`src/rtl/fp_divider_pkg.sv`:
```
// Shared FP32 field constants, FSM state encoding and operand classes for fp_divider.
package fp_divider_pkg;

    localparam int unsigned FRAC_W = 23;
    localparam int unsigned EXP_W  = 8;
    localparam int unsigned MANT_W = 24;
    localparam int unsigned QUO_W  = 26;
    localparam int unsigned REM_W  = 25;

    localparam int BIAS    = 127;
    localparam int EXP_MAX = 255;

    localparam logic [31:0] QNAN     = 32'h7FC00000;
    localparam logic [30:0] INF_MAG  = 31'h7F800000;
    localparam logic [30:0] ZERO_MAG = 31'h00000000;

    typedef enum logic [1:0] {
        StIdle,
        StDiv,
        StNorm,
        StDone
    } state_e;

    typedef enum logic [1:0] {
        ClsZero,
        ClsNorm,
        ClsInf,
        ClsNan
    } class_e;

    // Denormals (exp == 0) classify as zero, which flushes them before any further use.
    function automatic class_e classify(input logic [31:0] x);
        logic [EXP_W-1:0]  e;
        logic [FRAC_W-1:0] f;
        e = x[30:23];
        f = x[22:0];
        if (e == '0) begin
            return ClsZero;
        end else if (e == '1) begin
            return (f == '0) ? ClsInf : ClsNan;
        end
        return ClsNorm;
    endfunction

endpackage

```
`src/rtl/fp_div_mant_step.sv`:
```
// Combinational restoring-division slice: ITER_PER_CYCLE quotient bits per call.
module fp_div_mant_step
    import fp_divider_pkg::*;
#(
    parameter int unsigned ITER_PER_CYCLE = 1
) (
    input  logic [REM_W-1:0]          rem_i,
    input  logic [MANT_W-1:0]         div_i,
    output logic [REM_W-1:0]          rem_o,
    output logic [ITER_PER_CYCLE-1:0] q_o
);

    always_comb begin
        logic [REM_W-1:0] r;
        r   = rem_i;
        q_o = '0;
        for (int i = 0; i < int'(ITER_PER_CYCLE); i++) begin
            if (r >= {1'b0, div_i}) begin
                r = r - {1'b0, div_i};
                q_o[ITER_PER_CYCLE-1-i] = 1'b1;
            end
            // r < div_i here, so the shifted value still fits in REM_W bits
            r = {r[REM_W-2:0], 1'b0};
        end
        rem_o = r;
    end

endmodule

```
`src/rtl/fp_divider.sv`:
```
// IEEE-754 single-precision divider c = a / b with an iterative restoring mantissa divider.
// Build option FP_DIV_RNE_EN selects round-to-nearest-even; otherwise results truncate.
module fp_divider
    import fp_divider_pkg::*;
#(
    parameter int unsigned ITER_PER_CYCLE = 1
) (
    input  logic        clk,
    input  logic        rst,
    input  logic        in_valid,
    output logic        in_ready,
    input  logic [31:0] a,
    input  logic [31:0] b,
    output logic        out_valid,
    input  logic        out_ready,
    output logic [31:0] c
);

    localparam int unsigned        NDIV      = (QUO_W + ITER_PER_CYCLE - 1) / ITER_PER_CYCLE;
    localparam logic [4:0]         CNT_LAST  = 5'(NDIV - 1);
    localparam logic signed [9:0]  BIAS_S    = 10'(BIAS);
    localparam logic signed [9:0]  EXP_MAX_S = 10'(EXP_MAX);

    state_e                    state_q, state_d;
    logic                      sign_q, sign_d;
    logic signed [9:0]         exp_q, exp_d;
    logic [MANT_W-1:0]         mb_q, mb_d;
    logic [REM_W-1:0]          rem_q, rem_d;
    logic [QUO_W-1:0]          quo_q, quo_d;
    logic [4:0]                cnt_q, cnt_d;
    logic [31:0]               c_q, c_d;

    logic [REM_W-1:0]          step_rem;
    logic [ITER_PER_CYCLE-1:0] step_q;

    class_e                    cls_a, cls_b;
    logic                      special;
    logic [31:0]               special_res;

    logic signed [9:0]         norm_exp;
    logic [FRAC_W-1:0]         trunc_frac;
    logic [FRAC_W-1:0]         norm_frac;
    logic [31:0]               norm_res;

    fp_div_mant_step #(
        .ITER_PER_CYCLE(ITER_PER_CYCLE)
    ) u_step (
        .rem_i(rem_q),
        .div_i(mb_q),
        .rem_o(step_rem),
        .q_o  (step_q)
    );

    // Operand classification and special-case result, priority order top to bottom.
    always_comb begin
        cls_a       = classify(a);
        cls_b       = classify(b);
        special     = 1'b1;
        special_res = QNAN;
        if (cls_a == ClsNan || cls_b == ClsNan) begin
            special_res = QNAN;
        end else if ((cls_a == ClsZero && cls_b == ClsZero) ||
                     (cls_a == ClsInf && cls_b == ClsInf)) begin
            special_res = QNAN;
        end else if (cls_a == ClsInf || cls_b == ClsZero) begin
            special_res = {a[31] ^ b[31], INF_MAG};
        end else if (cls_a == ClsZero || cls_b == ClsInf) begin
            special_res = {a[31] ^ b[31], ZERO_MAG};
        end else begin
            special = 1'b0;
        end
    end

    // Normalise, optionally round, then pack with overflow/underflow saturation.
    always_comb begin
`ifdef FP_DIV_RNE_EN
        logic              guard;
        logic              sticky;
        logic [MANT_W:0]   mant_rnd;
`endif
        norm_exp   = quo_q[QUO_W-1] ? exp_q : exp_q - 10'sd1;
        trunc_frac = quo_q[QUO_W-1] ? quo_q[24:2] : quo_q[23:1];
`ifdef FP_DIV_RNE_EN
        guard    = quo_q[QUO_W-1] ? quo_q[1] : quo_q[0];
        sticky   = (|rem_q) | (quo_q[QUO_W-1] & quo_q[0]);
        mant_rnd = {2'b01, trunc_frac} + {24'd0, guard & (sticky | trunc_frac[0])};
        // Carry out of the hidden bit renormalises to 1.0 at the next exponent
        if (mant_rnd[MANT_W]) begin
            norm_exp = norm_exp + 10'sd1;
        end
        norm_frac = mant_rnd[MANT_W] ? mant_rnd[23:1] : mant_rnd[22:0];
`else
        norm_frac = trunc_frac;
`endif
        if (norm_exp >= EXP_MAX_S) begin
            norm_res = {sign_q, INF_MAG};
        end else if (norm_exp <= 10'sd0) begin
            norm_res = {sign_q, ZERO_MAG};
        end else begin
            norm_res = {sign_q, norm_exp[7:0], norm_frac};
        end
    end

    always_comb begin
        state_d = state_q;
        sign_d  = sign_q;
        exp_d   = exp_q;
        mb_d    = mb_q;
        rem_d   = rem_q;
        quo_d   = quo_q;
        cnt_d   = cnt_q;
        c_d     = c_q;
        unique case (state_q)
            StIdle: begin
                if (in_valid) begin
                    sign_d = a[31] ^ b[31];
                    if (special) begin
                        c_d     = special_res;
                        state_d = StDone;
                    end else begin
                        exp_d   = $signed({2'b00, a[30:23]}) - $signed({2'b00, b[30:23]}) + BIAS_S;
                        mb_d    = {1'b1, b[22:0]};
                        rem_d   = {2'b01, a[22:0]};
                        quo_d   = '0;
                        cnt_d   = '0;
                        state_d = StDiv;
                    end
                end
            end
            StDiv: begin
                rem_d = step_rem;
                quo_d = {quo_q[QUO_W-1-ITER_PER_CYCLE:0], step_q};
                cnt_d = cnt_q + 5'd1;
                if (cnt_q == CNT_LAST) begin
                    state_d = StNorm;
                end
            end
            StNorm: begin
                c_d     = norm_res;
                state_d = StDone;
            end
            StDone: begin
                if (out_ready) begin
                    state_d = StIdle;
                end
            end
            default: state_d = StIdle;
        endcase
    end

    always_ff @(posedge clk) begin
        if (rst) begin
            state_q <= StIdle;
            sign_q  <= 1'b0;
            exp_q   <= '0;
            mb_q    <= '0;
            rem_q   <= '0;
            quo_q   <= '0;
            cnt_q   <= '0;
            c_q     <= '0;
        end else begin
            state_q <= state_d;
            sign_q  <= sign_d;
            exp_q   <= exp_d;
            mb_q    <= mb_d;
            rem_q   <= rem_d;
            quo_q   <= quo_d;
            cnt_q   <= cnt_d;
            c_q     <= c_d;
        end
    end

    assign in_ready  = (state_q == StIdle);
    assign out_valid = (state_q == StDone);
    assign c         = c_q;

endmodule

```
`config.mk`:
```
export PLATFORM = sky130hd
export DESIGN_NAME = fp_divider
export DESIGN_NICKNAME = d
export VERILOG_FILES = /design/src/rtl/fp_divider_pkg.sv /design/src/rtl/fp_div_mant_step.sv /design/src/rtl/fp_divider.sv
export SDC_FILE = /design/constraint.sdc
export NUM_CORES = 1
export LEC_CHECK = 0
export CORE_MARGIN = 2
export CORE_UTILIZATION = 35
export DETAILED_ROUTE_END_ITERATION = 10
export DONT_BUFFER_PORTS = 1
export GPL_TIMING_DRIVEN = 0
export SLEW_MARGIN = 5
export SYNTH_ARGS = -nofsm -noshare
export SYNTH_HDL_FRONTEND = slang
export SYNTH_HIERARCHICAL = 1
export SYNTH_SLANG_ARGS = --single-unit
```
`constraint.sdc`:
```
create_clock -name clk -period 7 [get_ports clk]
set_clock_uncertainty 0.05 [all_clocks]
set_input_delay 1.4 -clock clk [delete_from_list [all_inputs] [get_ports clk]]
set_output_delay 1.4 -clock clk [all_outputs]
set_load 0.01 [all_outputs]
```
* After elaboration in Yosys (flattened, before gate mapping) *
Index checks and enable logic that the tools add are counted.

storage, ports and cells
  bits in registers = 125
  output and inout port bits = 34

operators by class
  equality and inequality tests = 15
  muxes and demuxes = 43
  $add $sub $neg = 5
  bitwise logic cells = 2
  order comparisons = 3
  reduce and logical (&&, ||, !) cells = 20

operator list
  operator                                                          number
  2-to-1 mux 32 bit                                                 6
  one-hot mux 32 bit (2 select lines)                               1
  2-to-1 mux 31 bit                                                 2
  2-to-1 mux 26 bit                                                 2
  one-hot mux 26 bit (2 select lines)                               1
  2-to-1 mux 25 bit                                                 2
  one-hot mux 25 bit (2 select lines)                               1
  zero test 23 bit                                                  2
  >= comparator 25 x 24 -> 1 bit                                    1
  2-to-1 mux 24 bit                                                 1
  subtractor 24 bit                                                 1
  2-to-1 mux 23 bit                                                 1
  2-to-1 mux 2 bit                                                  10
  equality test 8 bit (second input constant)                       2
  zero test 8 bit                                                   2
  equality test 2 bit (second input constant)                       6
  AND reduction 3 bit                                               4
  2-to-1 mux 1 bit                                                  11
  adder 9 x 8 -> 10 bit (second input constant)                     1
  >= comparator 10 x 9 -> 1 bit (second input constant)             1
  less-or-equal comparator 10 x 1 -> 1 bit (second input constant)  1
  2-to-1 mux 10 bit                                                 1
  2-to-1 mux 5 bit                                                  2
  one-hot mux 5 bit (2 select lines)                                1
  other kinds (15)                                                  25

* Longest topological paths before layout *
  depth after elaboration = 14
  gate-level depth with buffers = 13
  mapped depth without buffers = 12

* By module *
Netlist, hierarchy kept.

modules (own cells, without submodules)
  module            area each (um^2)  seq. area each (um^2)  cells an instance  instances
  fp_divider        6306.0            2502.4                 756                1
  fp_div_mant_step  1740.4            0.0                    279                1

* Least setup slack after synthesis *
OpenSTA, ideal clock, no wires.

  path type = input to register
  from = input port a[23]
  to = register exp_q[8]
  stages on the path = 11
  setup time = 117 ps
  slack = 3546 ps
  buffers on the path = 0
  data required time = 6833 ps
  arrival = 3287 ps
  cells stage by stage = inv_1 -> ha_1 -> inv_1 -> fa_1 -> a211oi_1 -> nor2_1 -> a2111oi_0 -> o21bai_1 -> and4_1 -> mux2i_1 -> nand2_1

between the ends
  word-level cells in the longest chain between the ends = 12
  elaborated cells between the ends (all ways) = 23

RTL lines
  what                                  line                                text
  start, declared                       fp_divider.sv:12                    input logic [31:0] a,
  equality test 8 bit                   fp_divider_pkg.sv:39                end else if (e == '1) begin
  2-to-1 mux 1 bit                      fp_divider_pkg.sv:39
  2-to-1 mux 1 bit                      fp_divider_pkg.sv:37                if (e == '0) begin
  2-to-1 mux 2 bit                      fp_divider_pkg.sv:42                return ClsNorm;
  zero test 2 bit                       fp_divider.sv:62, fp_divider.sv:67
  logical OR 1 bit                      fp_divider.sv:67                    end else if (cls_a == ClsZero || cls_b == ClsInf) begin
  2-to-1 mux 1 bit                      fp_divider.sv:67
  2-to-1 mux 1 bit                      fp_divider.sv:65                    end else if (cls_a == ClsInf || cls_b == ClsZero) begin
  2-to-1 mux 1 bit                      fp_divider.sv:62                    end else if ((cls_a == ClsZero && cls_b == ClsZero) ||
  2-to-1 mux 1 bit                      fp_divider.sv:60                    if (cls_a == ClsNan || cls_b == ClsNan) begin
  NOT 1 bit (no source line)            --
  AND reduction 3 bit (no source line)  --
  end signal, assigned                  fp_divider.sv:164                   exp_q <= exp_d;
  end, declared                         fp_divider.sv:26                    logic signed [9:0] exp_q, exp_d;

Several ways; a longest one is shown, not always the timed one.
A chain may end at the register's enable or synchronous reset.

* Worst setup path in the final report *
  from = input port b[29]
  to = register rem_q[4]

between the ends
  word-level cells in the longest chain between the ends = 12
  elaborated cells between the ends (all ways) = 21

RTL lines
  what                                      line                                text
  start, declared                           fp_divider.sv:13                    input logic [31:0] b,
  equality test 8 bit                       fp_divider_pkg.sv:39
  2-to-1 mux 1 bit                          fp_divider_pkg.sv:39
  2-to-1 mux 1 bit                          fp_divider_pkg.sv:37
  2-to-1 mux 2 bit (*)                      fp_divider_pkg.sv:42
  equality test 2 bit                       fp_divider.sv:63, fp_divider.sv:67
  logical OR 1 bit                          fp_divider.sv:67
  2-to-1 mux 1 bit                          fp_divider.sv:67
  2-to-1 mux 1 bit                          fp_divider.sv:65
  2-to-1 mux 1 bit                          fp_divider.sv:62
  2-to-1 mux 1 bit (*)                      fp_divider.sv:60
  != test 2 bit (no source line) (*)        --
  AND reduction 3 bit (no source line) (*)  --
  end signal, assigned                      fp_divider.sv:166                   rem_q <= rem_d;
  end, declared                             fp_divider.sv:28                    logic [REM_W-1:0] rem_q, rem_d;

Mark *: on every way between the ends. The rest lies on a longest branch, timed or not.

==> results.json <==
{
  "grt_overflow": 0,
  "cp_max_fo": 10,
  "drive_gt1_share_pct": 8.154,
  "worstSetupEndpoint": "rem_q[4]",
  "seqPwrFrac_pct": 21.5,
  "synth_fp_nets": 1145,
  "die_w_um": 155.6,
  "ir_drop_uv": 212.2,
  "crit_start": "b[29]",
  "viasPerCell": 5.452,
  "placed_cells": 1320,
  "cpMaxStageDelayCell": "nor4_1",
  "synthFlopType": "dfxtp_1",
  "r2r_slack_ps": 3690,
  "power_frac_comb_pct": 58.9,
  "drv_cap": 0,
  "drt_iter0_markers": 435,
  "worstPathBufferInverterCount": 3,
  "yosys_warnings": 6,
  "seq_area_um2": 2502,
  "area_growth_pct": 11.54,
  "place.gp.congestion": 0.9340,
  "r2r_start": "mb_q[13]",
  "start_util_pct": 35.65,
  "drc": 0,
  "ctsHoldBuffers": 0,
  "tightest_slew_ps": 1166,
  "grt_pass1_vias": 6920,
  "met2_length_um": 10920,
  "p_sw_share_pct": 47.80,
  "finalNonFillerCells": 1352,
  "clkPwrFrac_pct": 19.6,
  "fp.coreArea_um2": 22570,
  "num_vias": 7371,
  "fin_nets": 1164,
  "firstDrtPassIters": 5,
  "ctsRootBufferMaster": "clkbuf_16",
  "max_stage_delay_ps": 620,
  "ys_types": 84,
  "finalSetupViolations": 0,
  "critical-path-top-delay-family": "buffers and inverters",
  "ctsResizeCount": 0,
  "multi_input_area_um2": 4977,
  "hp-class": "register to register",
  "async_reset_ff_share_pct": 0,
  "worst_setup_path_end_kind": "register",
  "syn_area_um2": 8046,
  "grt_antenna_before_repair": 1,
  "internal_power_mw": 2.292,
  "hpwlAfterDp_um": 18150,
  "wl_um": 23340,
  "cts_made_buffers": 17,
  "yosysSeqAreaShare_pct": 31.10,
  "cts_tree": "done",
  "switchingPower_mw": 2.099,
  "fmax_mhz": 281.6,
  "r2r_end": "rem_q[19]",
  "synth_top_area_cell": "dfxtp_1",
  "row_count": 55,
  "fin_crit_sh_pct": 50.74,
  "cp-start-kind": "input port",
  "clock-sinks": 125,
  "cts_setup_buffers": 0,
  "arrival_ps": 3780,
  "synthTopCellsByArea": "dfxtp_1 (31%), nand2_1 (7.7%), ha_1 (6.2%), mux2i_1 (5.8%), a21oi_1 (5.7%)",
  "synth-edff-count": 0,
  "htree_levels": 4,
  "ys_seq_elements": 125,
  "port_buffers": 0,
  "total_power_mw": 4.391,
  "clk_pin_slew_ps": 60,
  "die_h_um": 155.6,
  "power.density_nw_per_um2": 489.2,
  "relSlewSlack_pct": 22.05,
  "wl_met1_um": 10770,
  "status": "completed",
  "wl_met3_um": 1223,
  "fillers": 2381,
  "antenna_left": 0,
  "hold_viol_final": 0,
  "ios": 102,
  "diodes": 0,
  "min_period_ps": 3552,
  "rsz0062_at_grt": "no",
  "wl_per_cell_um": 17.26,
  "grt_max_degree": 17,
  "clock_path_buffers": 2,
  "p_leak_nw": 3.287,
  "reg2regPathDepth": 13,
  "top_layer": "met5",
  "crit_chain": "nor4_1, and2_1, nor4_1, a22o_1, buf_2, clkbuf_1, buf_1, a211oi_1",
  "cp_common_cell": "nor4_1",
  "cp.depth": 8,
  "dieArea_um2": 24220,
  "setup-tns-final_ps": 0,
  "slew_viol_final": 0,
  "critical_path_class": "input port to register",
  "cp.required_ps": 7230,
  "netlist.area_leader.share_pct": 31.10,
  "clkLatencyLatePin_ps": 430,
  "avgSynthCellArea_um2": 7.774,
  "grt_first_pass_wirelength_um": 37380,
  "syn-instance-count": 1035,
  "grtUsageTotal_pct": 19.53
}
## logic make-up (layout without fill, tap and decap cells)
| kind of cell | after synthesis | after routing | share of synthesized area, % |
|---|---|---|---|
| flops | 125 | 125 | 31.10 |
| other cells | 1 | 1 | 0.04660 |
| compound gates | 263 | 263 | 20.74 |
| fa+ha+maj | 42 | 42 | 6.717 |
| mux | 52 | 52 | 6.546 |
| simple gates | 385 | 385 | 22.80 |
| buf+inv | 121 | 153 | 7.044 |
| xor+xnor | 46 | 46 | 5.007 |
## cells in the final DEF (no fill, tap or decap), types with 5 or more instances in the layout
cell type and n:
or4_1 6, inv_1 52, nor2_1 77, clkbuf_1 37
nor2b_1 7, a21oi_1 92, mux2i_1 47, or2_2 7
dfxtp_1 125, buf_2 11, nand4_1 15, nor4_1 20
nand2b_1 7, o21ai_1 5, buf_6 9, and2_1 5
nand3_1 35, a31oi_1 8, inv_6 5, xor2_1 22
nand2_1 165, o22ai_1 6, clkbuf_16 17, a211oi_1 32
ha_1 40, o21ai_0 64, xnor2_1 24, a21o_1 6
nor3_1 12, o41ai_1 5
## worst min-delay path by stage
stage,startpoint,end,slack (ps),depth (start not counted)
final,mb_q[2],mb_q[2],410,2
after global routing,quo_q[0],quo_q[0],430,2
after CTS,mb_q[2],mb_q[2],410,2
after detailed placement,mb_q[2],mb_q[2],400,2
after global placement,mb_q[6],mb_q[6],400,2
after floorplan,quo_q[0],quo_q[0],380,2
## tightest hold or removal path, cell delays in order (launching register included)
cell	delay, ps
dfxtp_1	310
nand2_1	50
a21oi_1	50
## Yosys cell counts, types with 6 or more instances
| cell type | count |
|---|---|
| nand2_1 | 165 |
| dfxtp_1 | 125 |
| a21oi_1 | 92 |
| nor2_1 | 77 |
| o21ai_0 | 64 |
| inv_1 | 52 |
| mux2i_1 | 47 |
| ha_1 | 40 |
| clkbuf_1 | 37 |
| nand3_1 | 35 |
| a211oi_1 | 32 |
| xnor2_1 | 24 |
| xor2_1 | 22 |
| nor4_1 | 20 |
| nand4_1 | 15 |
| nor3_1 | 12 |
| buf_2 | 11 |
| buf_6 | 9 |
| a31oi_1 | 8 |
| nand2b_1 | 7 |
| nor2b_1 | 7 |
| or2_2 | 7 |
| a21o_1 | 6 |
| o22ai_1 | 6 |
| or4_1 | 6 |
## metrics by stage
| step | worst slack, ps | hold slack (ps) | utilization [%] | area (um2) |
|---|---|---|---|---|
| after detailed placement | 3049 | 398.1 | 37.23 | 8403 |
| after floorplan | 3546 | 382.2 | - | 8046 |
| after global routing | 3176 | 429.4 | 39.76 | 8975 |
| final | 3448 | 405.1 | 39.76 | 8975 |
| after CTS | 3496 | 406.4 | 39.76 | 8975 |
| after global placement | 3020 | 395.7 | 37.23 | 8403 |
## state kept, by name (all words and copies together), names as in the netlist
name and flops:
quo_q 26, state_q 2, exp_q 10, rem_q 25, sign_q 1, cnt_q 5, mb_q 24, c 32
## cell type report
cell class | count | area share, %
plain buffers | 68 | 4.099
flip-flops and latches | 125 | 27.88
multi-input cells | 789 | 55.46
clock inverters | 15 | 1.631
clock buffers | 17 | 4.740
well taps | 285 | 3.973
inverters | 53 | 2.217
## power groups by stage
stage / registers, mW / logic [mW] / clock network, mW
after CTS: 0.944 / 2.56 / 0.872
after global placement: 0.957 / 2.54 / 0
final: 0.944 / 2.59 / 0.861
after global routing: 0.963 / 2.89 / 0.901
after floorplan: 0.925 / 2.00 / 0
after detailed placement: 0.957 / 2.54 / 0
## routing by layer
layer / vias to the layer above / global-route usage (%)
met4: 2 / 5.898
li1: 3710 / -
met5: - / 0
met3: 27 / 4.694
met1: 3465 / 25.25
met2: 167 / 32.30
Power figures use the tool's default switching activity.
